### src/rtl/ederah_counter_pkg.sv
// Shared types and arithmetic for the ederah kernel counter bank.
package ederah_counter_pkg;

    typedef enum logic {CNT_WRAP, CNT_SAT} cnt_mode_e;

    localparam logic [31:0] LP_ZERO = 32'd0;
    localparam logic [31:0] LP_ONE  = 32'd1;

    // All-ones mask for a lane of the given width (up to 32 bits).
    function automatic logic [31:0] lp_max(input int width);
        if (width >= 32) begin
            return 32'hFFFF_FFFF;
        end
        return (LP_ONE << width) - LP_ONE;
    endfunction

    // Returns {event, value}: event flags a wrap or clamp, value is already reduced to width bits.
    function automatic logic [32:0] next_count(input logic [31:0] count,
                                               input logic [31:0] step,
                                               input logic        up,
                                               input cnt_mode_e   mode,
                                               input int          width);
        logic [33:0] sum;
        logic [31:0] mx;
        logic [32:0] res;
        mx  = lp_max(width);
        res = '0;
        sum = {2'b00, count} + {2'b00, step};
        if (up) begin
            if (sum > {2'b00, mx}) begin
                res[32]   = 1'b1;
                res[31:0] = (mode == CNT_SAT) ? mx : (sum[31:0] & mx);
            end else begin
                res[31:0] = sum[31:0];
            end
        end else begin
            if (step > count) begin
                res[32]   = 1'b1;
                res[31:0] = (mode == CNT_SAT) ? LP_ZERO : ((count - step) & mx);
            end else begin
                res[31:0] = count - step;
            end
        end
        return res;
    endfunction

endpackage

### src/rtl/ederah_counter_lane.sv
// One counter lane: count register, registered flags, optional sticky overflow
// (enabled by defining EDERAH_COUNTER_BANK_OVF_EN).
module ederah_counter_lane
    import ederah_counter_pkg::*;
#(
    parameter int                 C_WIDTH    = 8,
    parameter int                 C_STEP_W   = 1,
    parameter int                 C_SATURATE = 0,
    parameter logic [C_WIDTH-1:0] C_INIT     = {C_WIDTH{1'b0}},
    parameter logic [C_WIDTH-1:0] C_THRESH   = {C_WIDTH{1'b1}}
) (
    input  logic                clk,
    input  logic                rst,
    input  logic                clken,
    input  logic                load,
    input  logic                incr,
    input  logic                decr,
    input  logic [C_STEP_W-1:0] step,
    input  logic [C_WIDTH-1:0]  load_value,
    input  logic                ovf_clr,
    output logic [C_WIDTH-1:0]  count,
    output logic                is_zero,
    output logic                is_max,
    output logic                at_thresh,
    output logic                ovf
);

    localparam cnt_mode_e   LP_MODE    = (C_SATURATE != 0) ? CNT_SAT : CNT_WRAP;
    localparam logic [31:0] LP_MAX32   = lp_max(C_WIDTH);
    localparam logic [C_WIDTH-1:0] LP_MAX_W  = LP_MAX32[C_WIDTH-1:0];
    localparam logic [C_WIDTH-1:0] LP_ZERO_W = LP_ZERO[C_WIDTH-1:0];

    logic [32:0]        arith;
    logic [C_WIDTH-1:0] next_value;
    logic               wrap_event;
    logic               unused_arith;

    // Simultaneous incr and decr cancel out and leave the lane untouched.
    always_comb begin
        arith      = next_count(32'(count), 32'(step), incr, LP_MODE, C_WIDTH);
        next_value = count;
        wrap_event = 1'b0;
        if (load) begin
            next_value = load_value;
        end else if (incr ^ decr) begin
            next_value = arith[C_WIDTH-1:0];
            wrap_event = arith[32];
        end
    end

    assign unused_arith = ^arith;

    always_ff @(posedge clk) begin
        if (rst) begin
            count     <= C_INIT;
            is_zero   <= (C_INIT == LP_ZERO_W);
            is_max    <= (C_INIT == LP_MAX_W);
            at_thresh <= (C_INIT >= C_THRESH);
        end else if (clken) begin
            count     <= next_value;
            is_zero   <= (next_value == LP_ZERO_W);
            is_max    <= (next_value == LP_MAX_W);
            at_thresh <= (next_value >= C_THRESH);
        end
    end

`ifdef EDERAH_COUNTER_BANK_OVF_EN
    // A new event in the same cycle as a clear keeps the flag set.
    always_ff @(posedge clk) begin
        if (rst) begin
            ovf <= 1'b0;
        end else if (clken) begin
            if (wrap_event) begin
                ovf <= 1'b1;
            end else if (ovf_clr) begin
                ovf <= 1'b0;
            end
        end
    end
`else
    logic unused_ovf;
    assign unused_ovf = ovf_clr ^ wrap_event;
    assign ovf        = 1'b0;
`endif

endmodule

### src/rtl/ederah_kernel_counter_bank.sv
// Bank of independent up/down counter lanes with shared clock enable and an all-zero summary.
// Sticky overflow flags are built only when EDERAH_COUNTER_BANK_OVF_EN is defined.
module ederah_kernel_counter_bank
    import ederah_counter_pkg::*;
#(
    parameter int                 C_CHANNELS = 4,
    parameter int                 C_WIDTH    = 8,
    parameter int                 C_STEP_W   = 1,
    parameter int                 C_SATURATE = 0,
    parameter logic [C_WIDTH-1:0] C_INIT     = {C_WIDTH{1'b0}},
    parameter logic [C_WIDTH-1:0] C_THRESH   = {C_WIDTH{1'b1}}
) (
    input  logic                           clk,
    input  logic                           rst,
    input  logic                           clken,
    input  logic [C_CHANNELS-1:0]          load,
    input  logic [C_CHANNELS-1:0]          incr,
    input  logic [C_CHANNELS-1:0]          decr,
    input  logic [C_CHANNELS*C_STEP_W-1:0] step,
    input  logic [C_CHANNELS*C_WIDTH-1:0]  load_value,
    input  logic [C_CHANNELS-1:0]          ovf_clr,
    output logic [C_CHANNELS*C_WIDTH-1:0]  count,
    output logic [C_CHANNELS-1:0]          is_zero,
    output logic [C_CHANNELS-1:0]          is_max,
    output logic [C_CHANNELS-1:0]          at_thresh,
    output logic                           all_zero,
    output logic [C_CHANNELS-1:0]          ovf
);

    for (genvar i = 0; i < C_CHANNELS; i++) begin : g_lane
        ederah_counter_lane #(
            .C_WIDTH    (C_WIDTH),
            .C_STEP_W   (C_STEP_W),
            .C_SATURATE (C_SATURATE),
            .C_INIT     (C_INIT),
            .C_THRESH   (C_THRESH)
        ) u_lane (
            .clk        (clk),
            .rst        (rst),
            .clken      (clken),
            .load       (load[i]),
            .incr       (incr[i]),
            .decr       (decr[i]),
            .step       (step[i*C_STEP_W +: C_STEP_W]),
            .load_value (load_value[i*C_WIDTH +: C_WIDTH]),
            .ovf_clr    (ovf_clr[i]),
            .count      (count[i*C_WIDTH +: C_WIDTH]),
            .is_zero    (is_zero[i]),
            .is_max     (is_max[i]),
            .at_thresh  (at_thresh[i]),
            .ovf        (ovf[i])
        );
    end

    assign all_zero = &is_zero;

endmodule

### config.mk
export PLATFORM = sky130hd
export DESIGN_NAME = ederah_kernel_counter_bank
export DESIGN_NICKNAME = d
export VERILOG_FILES = /design/src/rtl/ederah_counter_pkg.sv /design/src/rtl/ederah_counter_lane.sv /design/src/rtl/ederah_kernel_counter_bank.sv
export SDC_FILE = /design/constraint.sdc
export NUM_CORES = 1
export LEC_CHECK = 0
export CAP_MARGIN = 20
export CORE_MARGIN = 3
export CORE_UTILIZATION = 51
export DETAILED_ROUTE_END_ITERATION = 7
export PLACE_DENSITY_LB_ADDON = 0.1
export SLEW_MARGIN = 20
export SYNTH_ARGS = -nofsm -noshare
export SYNTH_HDL_FRONTEND = slang
export SYNTH_SLANG_ARGS = --single-unit
### constraint.sdc
create_clock -name clk -period 4.2 [get_ports clk]
set_input_delay 0.63 -clock clk [delete_from_list [all_inputs] [get_ports clk]]
set_output_delay 0.63 -clock clk [all_outputs]
set_load 0.02 [all_outputs]
# Word-level counts from Yosys, hierarchy flattened
# Index checks and enable logic that the tools add are counted.
# op_classes
reduce_logical	5
n_bitwise	4
n_addsub	8
n_lt_le_gt_ge	4
mux	12
n_eq_ne	4
# op_table
op	n
8-bit two-way mux	12
8-bit by 1-bit adder with 9-bit output	4
8-bit == test (second input constant)	4
8-bit greater-or-equal comparator (second input constant)	4
8-bit zero test	4
8-bit by 1-bit subtractor with 8-bit output	4
4-bit AND reduction	1
1-bit bitwise XOR	4
# word_totals
inputBits	55
regBits	44
out_inout_bits	49
elab_cells	53

# Logic depth before layout (Yosys ltp)
# Gate-level depths: netlist (run 1).
# depth
ltp_word	5
depth_mapped	10
mapped_depth_nobuf	10

# Modules after synthesis
# From an unflattened synthesis (run 1), not the netlist that was laid out.
# unflattened
hier_cells	549
hier_area_um2	3917.5
# modules_own_cells
mod	area_per_inst_um2	seq_area_each_um2	instances	cells_each
ederah_counter_lane	977.2	200.2	4	137
ederah_kernel_counter_bank	8.8	0.0	1	1

# Worst setup path after synthesis (run 1)
# OpenSTA, ideal clock, no wires.
# synth_path
path_kind	input -> register
from	input port incr[0]
to	register g_lane[0].u_lane.at_thresh
t_required_ns	4.139
path_stages	10
arrival_time_ns	2.805
slack_ns	1.335
path_buffers	0
setup_ns	0.061
path_cell_list	nand2b_1 xnor2_1 ha_1 or3b_1 or4_1 a21oi_1 xor2_1 mux2i_1 nor4_1 a32o_1
# synth_between
elab_chain_len	4
elab_cells_between_ends	5
cone_classes	order compare (1); mux (3); bitwise (1)
# synth_lines
item	line_no	rtl
start: declaration	ederah_kernel_counter_bank.sv:17	input logic [C_CHANNELS-1:0] incr,
8-bit two-way mux / 1-bit bitwise XOR (equally long branches)	ederah_counter_pkg.sv:29, ederah_counter_lane.sv:45	
8-bit two-way mux *	ederah_counter_lane.sv:45	end else if (incr ^ decr) begin
8-bit two-way mux *	ederah_counter_lane.sv:43	if (load) begin
8-bit greater-or-equal comparator *	ederah_counter_lane.sv:63	at_thresh <= (next_value >= C_THRESH);
end signal: assignment	ederah_counter_lane.sv:58	at_thresh <= (C_INIT >= C_THRESH);
end signal: assignment	ederah_counter_lane.sv:63	
end: declaration	ederah_counter_lane.sv:24	output logic at_thresh,
# Mark *: on every way between the ends. The rest lies on a longest branch, timed or not.
# A chain may end at the register's enable or synchronous reset.

# Final worst setup path (run 1)
# Same ends and word-level chain as after synthesis.

==> out/qor.txt, run 1 <==
Library cells used by synthesis = 64
Largest buffer count on any clock path = 2
RSZ-0062 raised after global routing = false
HPWL Detailed = 6360 um
Critical path endpoint category = flip-flop
VDD IR-drop max = 0.000208 V
Synth area leaders = dfxtp_1 (24%), mux2i_1 (11%), xnor2_1 (5.5%), nor2_1 (4.8%), nand2_1 (3.7%)
Max-cap violations = 0
Global-route wire length before repair = 14,000 um
Worst path arrival time = 3.68 ns
IO Pins = 104
CP cell instances = clkdlybuf4s50_1, nand2b_1, xnor2_1, ha_1, or3b_1, or4_1, a21oi_1, xor2_1, mux2i_1, nor4_1, a32o_1
Post-synth EDFFs = 0
Placer congestion estimate = 0.845
Worst slew pin tran = 0.789 ns
TritonCTS clock tree = done
Total power = 1140 uW
Final nets = 557
Lkg Pwr = 0.00166 uW
Worst-skew pair later-pin latency = 0.30 ns
H-tree depth = 2
Post-detailed-routing wire length = 8440 um
Area of the core = 6130 um^2
Vias in the first global route = 3,057
Number of fill cells = 524
TritonCTS buffer count = 5
Fin crit share = 0.820
Setup Crit Path Kind = input port to flip-flop
Fin area = 4300 um^2
Final Hold Fails = 0
Nature of the critical path startpoint = input port
Top cell type's share of synthesized area = 0.240
Synth warnings = 0
Rows = 28
Routed len/inst = 14.8 um
Diode count = 0
Final Critical Period = 3.44 ns
Clock Pin Slew Worst Setup and Hold Paths = 0.09 ns
Detail Route Antenna Nets = 0
Min setup slack post-route = 0.756 ns
GRT Util Overall = 0.224
Peak Freq = 290 MHz
Rel. slew slack = 0.472
Hold_buf cts = 0
Min Hold Slack = 0.498 ns
Clock Skew = 0.00767 ns
Die Area = 7540 um^2
Setup Buffers After CTS = 0
PwrDens = 264 nW/um^2
Area Growth Syn to Fin = 28.8%
Initial antenna violation count = 0
Chip height = 86.9 um
Gr ovfl total = 0
Max FO, Critical Path = 7
Share of layout cells above drive strength 1 = 0.0486
Via count = 3,296
Resize count post-CTS = 0
1st-pass router iterations = 4
DP Worst Slack = 0.474 ns
Via-per-instance ratio = 5.79
Pins Over Slew Limit = 0
Placed inst area = 4180 um^2
Die Span X = 86.9 um
Synth Flop Type = dfxtp_1
Ys async rst share = 0
Worst endpoint required time = 4.44 ns
Synth Instances = 424
CP max stage cell = clkdlybuf4s50_1
Setup TNS = 0 ns
Seq/Total Area, Yosys = 0.240
Clock root buffer = clkbuf_8
Synthesized flop and latch total = 40
Setup-failing EPs final = 0
Worst Hold Class = flip-flop to flip-flop
Syn Std Cell Area = 3330 um^2
Initial DRC Count = 122
Crit-path max cell delay = 0.52 ns
Outcome = finished, final reports clean
Largest net degree at the start of global routing = 28
Sink Count = 40
Syn_area_per_cell = 7.86 um^2
DRC = 0
Port bufs = 95
Starting density of the core = 0.544
Largest area contributor in the netlist = dfxtp_1
path summary, 6_finish.rpt:
check	slack (ns)	startpoint	end	cells past startpoint
max	0.76	incr[0]	g_lane[0].u_lane.at_thresh	11
min	0.50	g_lane[3].u_lane.at_thresh	g_lane[3].u_lane.at_thresh	2
max reg2reg	1.43	g_lane[0].u_lane.count[1]	g_lane[0].u_lane.at_thresh	9
min reg2reg	0.50	g_lane[3].u_lane.at_thresh	g_lane[3].u_lane.at_thresh	2
per-stage QoR:
stage	std cells	util
final	569	0.701
after global routing	569	0.701
after CTS	569	0.701
after detailed placement	561	0.682
after global placement	561	0.682
after floorplan	427	-
worst max-delay path, delay by kind of cell:
family / cells / cell delay, ns
and+or+nand+nor: 4 / 1.45
buffers and inverters: 1 / 0.52
AOI/OAI and AO/OA: 2 / 0.38
xor gates and xnor gates: 2 / 0.34
adders and majority gates: 1 / 0.25
muxes: 1 / 0.12
logic make-up after synthesis:
group,after synthesis,share of synthesized area
flip-flops,40,0.240
buffers and inverters,44,0.0739
AND/OR/NAND/NOR,171,0.270
AO/OA/AOI/OAI,85,0.169
XOR/XNOR,33,0.0867
other,1,0.00112
adder cells (fa/ha/maj),9,0.0338
multiplexers,41,0.125
power breakdown:
group | switching, uW | total (uW) | internal [uW] | leakage [uW]
clock | 146 | 325 | 179 | 0.0000548
sequential | 40.3 | 443 | 403 | 0.000329
combinational | 184 | 367 | 183 | 0.00127
total | 371 | 1140 | 765 | 0.00166
layout make-up:
class / count / area (um^2) / share of cell area
Sequential cell: 40 / 801 / 0.186
Inverter: 5 / 18.8 / 0.00437
Multi-Input combinational cell: 343 / 2300 / 0.535
Timing Repair Buffer: 98 / 968 / 0.225
Clock inverter: 3 / 46.3 / 0.0108
Tap cell: 75 / 93.8 / 0.0218
Clock buffer: 5 / 68.8 / 0.0160
routing by layer:
layer | wire, um | up-vias | part of all wire | GRT usage
li1 | - | 1662 | - | -
met1 | 3960 | 1540 | 0.47 | 0.301
met2 | 4010 | 90 | 0.48 | 0.375
met3 | 421 | 4 | 0.050 | 0.0435
met4 | 48 | 0 | 0.0057 | 0.0439
met5 | 0 | - | 0 | 0
synth_stat cells, drive strengths merged (4+ instances only):
cell and count:
clkbuf 21, a21oi 16, dfxtp 40, mux2i 36, inv 4, ha 9, o21a 5, nor4 8
nand4 5, nor4b 4, mux2 5, nand2 33, nand2b 10, nor3b 8, a211oi 8, buf 18
xor2 12, or4 6, nor2b 6, xnor2 21, nor3 17, nor2 43, o21ai 27, nand3 13
cells in the final DEF, fill, tap and decap left out, drive strengths merged, types with 8 or more instances in the layout:
master,count
a211oi,8
nor3,17
a21oi,16
dfxtp,40
xor2,12
xnor2,21
nand3,13
mux2i,36
nor3b,8
o21ai,27
nand2,33
nor4,8
nor2,43
clkdlybuf4s50,94
nand2b,10
ha,9
state kept, by name, indices dropped and copies added, names as in the netlist:
register,cells
g_lane.u_lane.at_thresh,4
g_lane.u_lane.is_zero,4
g_lane.u_lane.count,32
No activity file was read; power rests on OpenSTA's default activity.
==> run 2, diff against run 1 <==
--- a/config.mk
+++ b/config.mk
@@ -7,7 +7,7 @@
 export LEC_CHECK = 0
 export CAP_MARGIN = 20
 export CORE_MARGIN = 3
-export CORE_UTILIZATION = 51
+export CORE_UTILIZATION = 43
 export DETAILED_ROUTE_END_ITERATION = 7
 export PLACE_DENSITY_LB_ADDON = 0.1
 export SLEW_MARGIN = 20
==> constraint.sdc (replaced) <==
create_clock -name clk -period 3.05 [get_ports clk]
set_input_delay 0.4575 -clock clk [delete_from_list [all_inputs] [get_ports clk]]
set_output_delay 0.4575 -clock clk [all_outputs]
set_load 0.02 [all_outputs]
==> run 2 against run 1 <==
  * Global-route usage decreased by 2.0 points
  * Critical path type unchanged
  * Register-to-register slack got worse by 0.89 ns
  * Hold slack improved by 0.0030 ns
  * Highest routed layer unchanged
  * Clock power increased by 39%
  * Largest cell class unchanged
  * Via count increased by 2.4%
  * Combinational power increased by 46%
  * Sequential cell count unchanged
  * Non-clock buffer count increased by 23
  * Die area increased by 17%
  * Total power increased by 41%
==> out/qor.txt, run 2 (synthesis gave the netlist of run 1 again) <==
Nature of the critical path startpoint = input port
Global-route wire length before repair = 14,700 um
Setup-failing EPs final = 0
DP Worst Slack = -0.156 ns
Routed len/inst = 14.5 um
Power share of the clock group = 0.283
Lkg Pwr = 0.00177 uW
Share of layout cells above drive strength 1 = 0.0928
Starting density of the core = 0.452
Chip height = 94.1 um
Outcome = finished, final reports clean
Largest net degree at the start of global routing = 35
Largest buffer count on any clock path = 2
Switching power = 522 uW
Post-detailed-routing wire length = 8910 um
Critical path endpoint category = flip-flop
Number of fill cells = 712
PwrDens = 354 nW/um^2
Commonest non-fill, non-tap cell in the layout = clkdlybuf4s50_1
Peak Freq = 347 MHz
Via count = 3,374
Rel. slew slack = 0.565
Reg power frac = 0.382
Area of the core = 7370 um^2
Vias in the first global route = 3,168
Largest regs = g_lane.u_lane.count x32, g_lane.u_lane.at_thresh x4, g_lane.u_lane.is_zero x4
Area Growth Syn to Fin = 35.1%
Placer congestion estimate = 0.865
IO Pins = 104
Worst slew pin tran = 0.651 ns
Comb power frac = 0.335
Setup Crit Path Kind = input port to flip-flop
GRT Util Overall = 0.204
Rows = 31
Worst path arrival time = 3.10 ns
H-tree depth = 2
1st-pass router iterations = 4
DRC = 0
Fin crit share = 0.946
Final Hold Fails = 0
Worst-skew pair later-pin latency = 0.29 ns
Clock Skew = 0.00697 ns
Via-per-instance ratio = 5.48
Clock root buffer = clkbuf_8
Area taken by multi-input logic gates = 2300 um^2
Min setup slack post-route = 0.166 ns
HPWL Detailed = 6920 um
Internal power = 1070 uW
TritonCTS clock tree = done
Final Critical Period = 2.88 ns
Placed inst area = 4380 um^2
FF+latch area = 801 um^2
Final nets = 580
Clock Pin Slew Worst Setup and Hold Paths = 0.09 ns
Detail Route Antenna Nets = 0
Switching share of power = 0.327
Max-cap violations = 0
Diode count = 0
Worst endpoint required time = 3.27 ns
RSZ-0062 raised after global routing = false
Initial antenna violation count = 0
Port bufs = 95
Largest reg by FF count = g_lane.u_lane.count
TritonCTS buffer count = 5
Worst Hold Class = flip-flop to flip-flop
Max FO, Critical Path = 3
Initial DRC Count = 98
Sink Count = 40
Min Hold Slack = 0.501 ns
VDD IR-drop max = 0.000235 V
Gr ovfl total = 0
Die Area = 8850 um^2
Pins Over Slew Limit = 0
Fin area = 4500 um^2
Largest register FFs = 32
Die Span X = 94.1 um
Commonest non-fill, non-tap cells in the layout = clkdlybuf4s50_1 (94), nor2_1 (43), dfxtp_1 (40)
==> run 2: cell count changes in the layout (fill, tap and decap cells not counted), sizes merged <==
cell | previous run | this run
buf | 4 | 27
==> run 2: power groups by stage <==
stage,Sequential [uW],Combinational [uW],Clock [uW]
3_5_place_dp,621,536,0
5_1_grt,618,587,491
2_1_floorplan,632,305,0
3_3_place_gp,620,528,0
6_report,609,535,452
4_1_cts,610,538,465
==> run 2: metal layers <==
metal,part of all wire,vias up,global-route usage,routed length (um)
met2,0.47,94,0.338,4200
met3,0.044,8,0.0345,391
met5,0,-,0,0
li1,-,1709,-,-
met1,0.48,1563,0.281,4240
met4,0.0086,0,0.0397,77
==> run 2: worst paths after layout <==
path                                                 start                          to  slack (ns)  cells past startpoint
worst max-delay path                               step[0]    g_lane[0].u_lane.is_zero        0.17                     11
worst min-delay path            g_lane[3].u_lane.at_thresh  g_lane[3].u_lane.at_thresh        0.50                      2
worst max register to register   g_lane[0].u_lane.count[0]    g_lane[0].u_lane.is_zero        0.54                      9
worst min register to register  g_lane[3].u_lane.at_thresh  g_lane[3].u_lane.at_thresh        0.50                      2
==> run 2: metrics by stage <==
step	util	total power, uW	setup TNS, ns	cells
6_report	0.611	1600	0	616
5_1_grt	0.611	1700	0	616
4_1_cts	0.610	1610	0	616
3_5_place_dp	0.595	1160	-0.264	608
3_3_place_gp	0.595	1150	-0.128	608
2_1_floorplan	-	937	0	427
==> run 2: cell type report <==
class / instances / area share
clock buffers: 5 / 0.0153
clock inverters: 3 / 0.0103
inverters: 5 / 0.00417
multi-input cells: 343 / 0.512
flip-flops and latches: 40 / 0.178
well taps: 99 / 0.0275
repair buffers: 121 / 0.253
==> run 2: timing repair <==
action | CTS | global route
hold buffers | 0 | 0
buffers inserted | 0 | 0
endpoints found under the setup margin | 0 | 1
gates resized for setup | 0 | 1
endpoints found under the hold margin | 0 | 0
==> run 2: worst max-delay path: stages <==
cell and delay (ns):
clkdlybuf4s50_1 0.51, nand2b_1 0.10, xnor2_1 0.14, ha_1 0.21, or3b_1 0.37, or4_1 0.40, a21oi_1 0.19, xor2_1 0.09
mux2i_1 0.28, nand4_1 0.14, o31ai_1 0.23
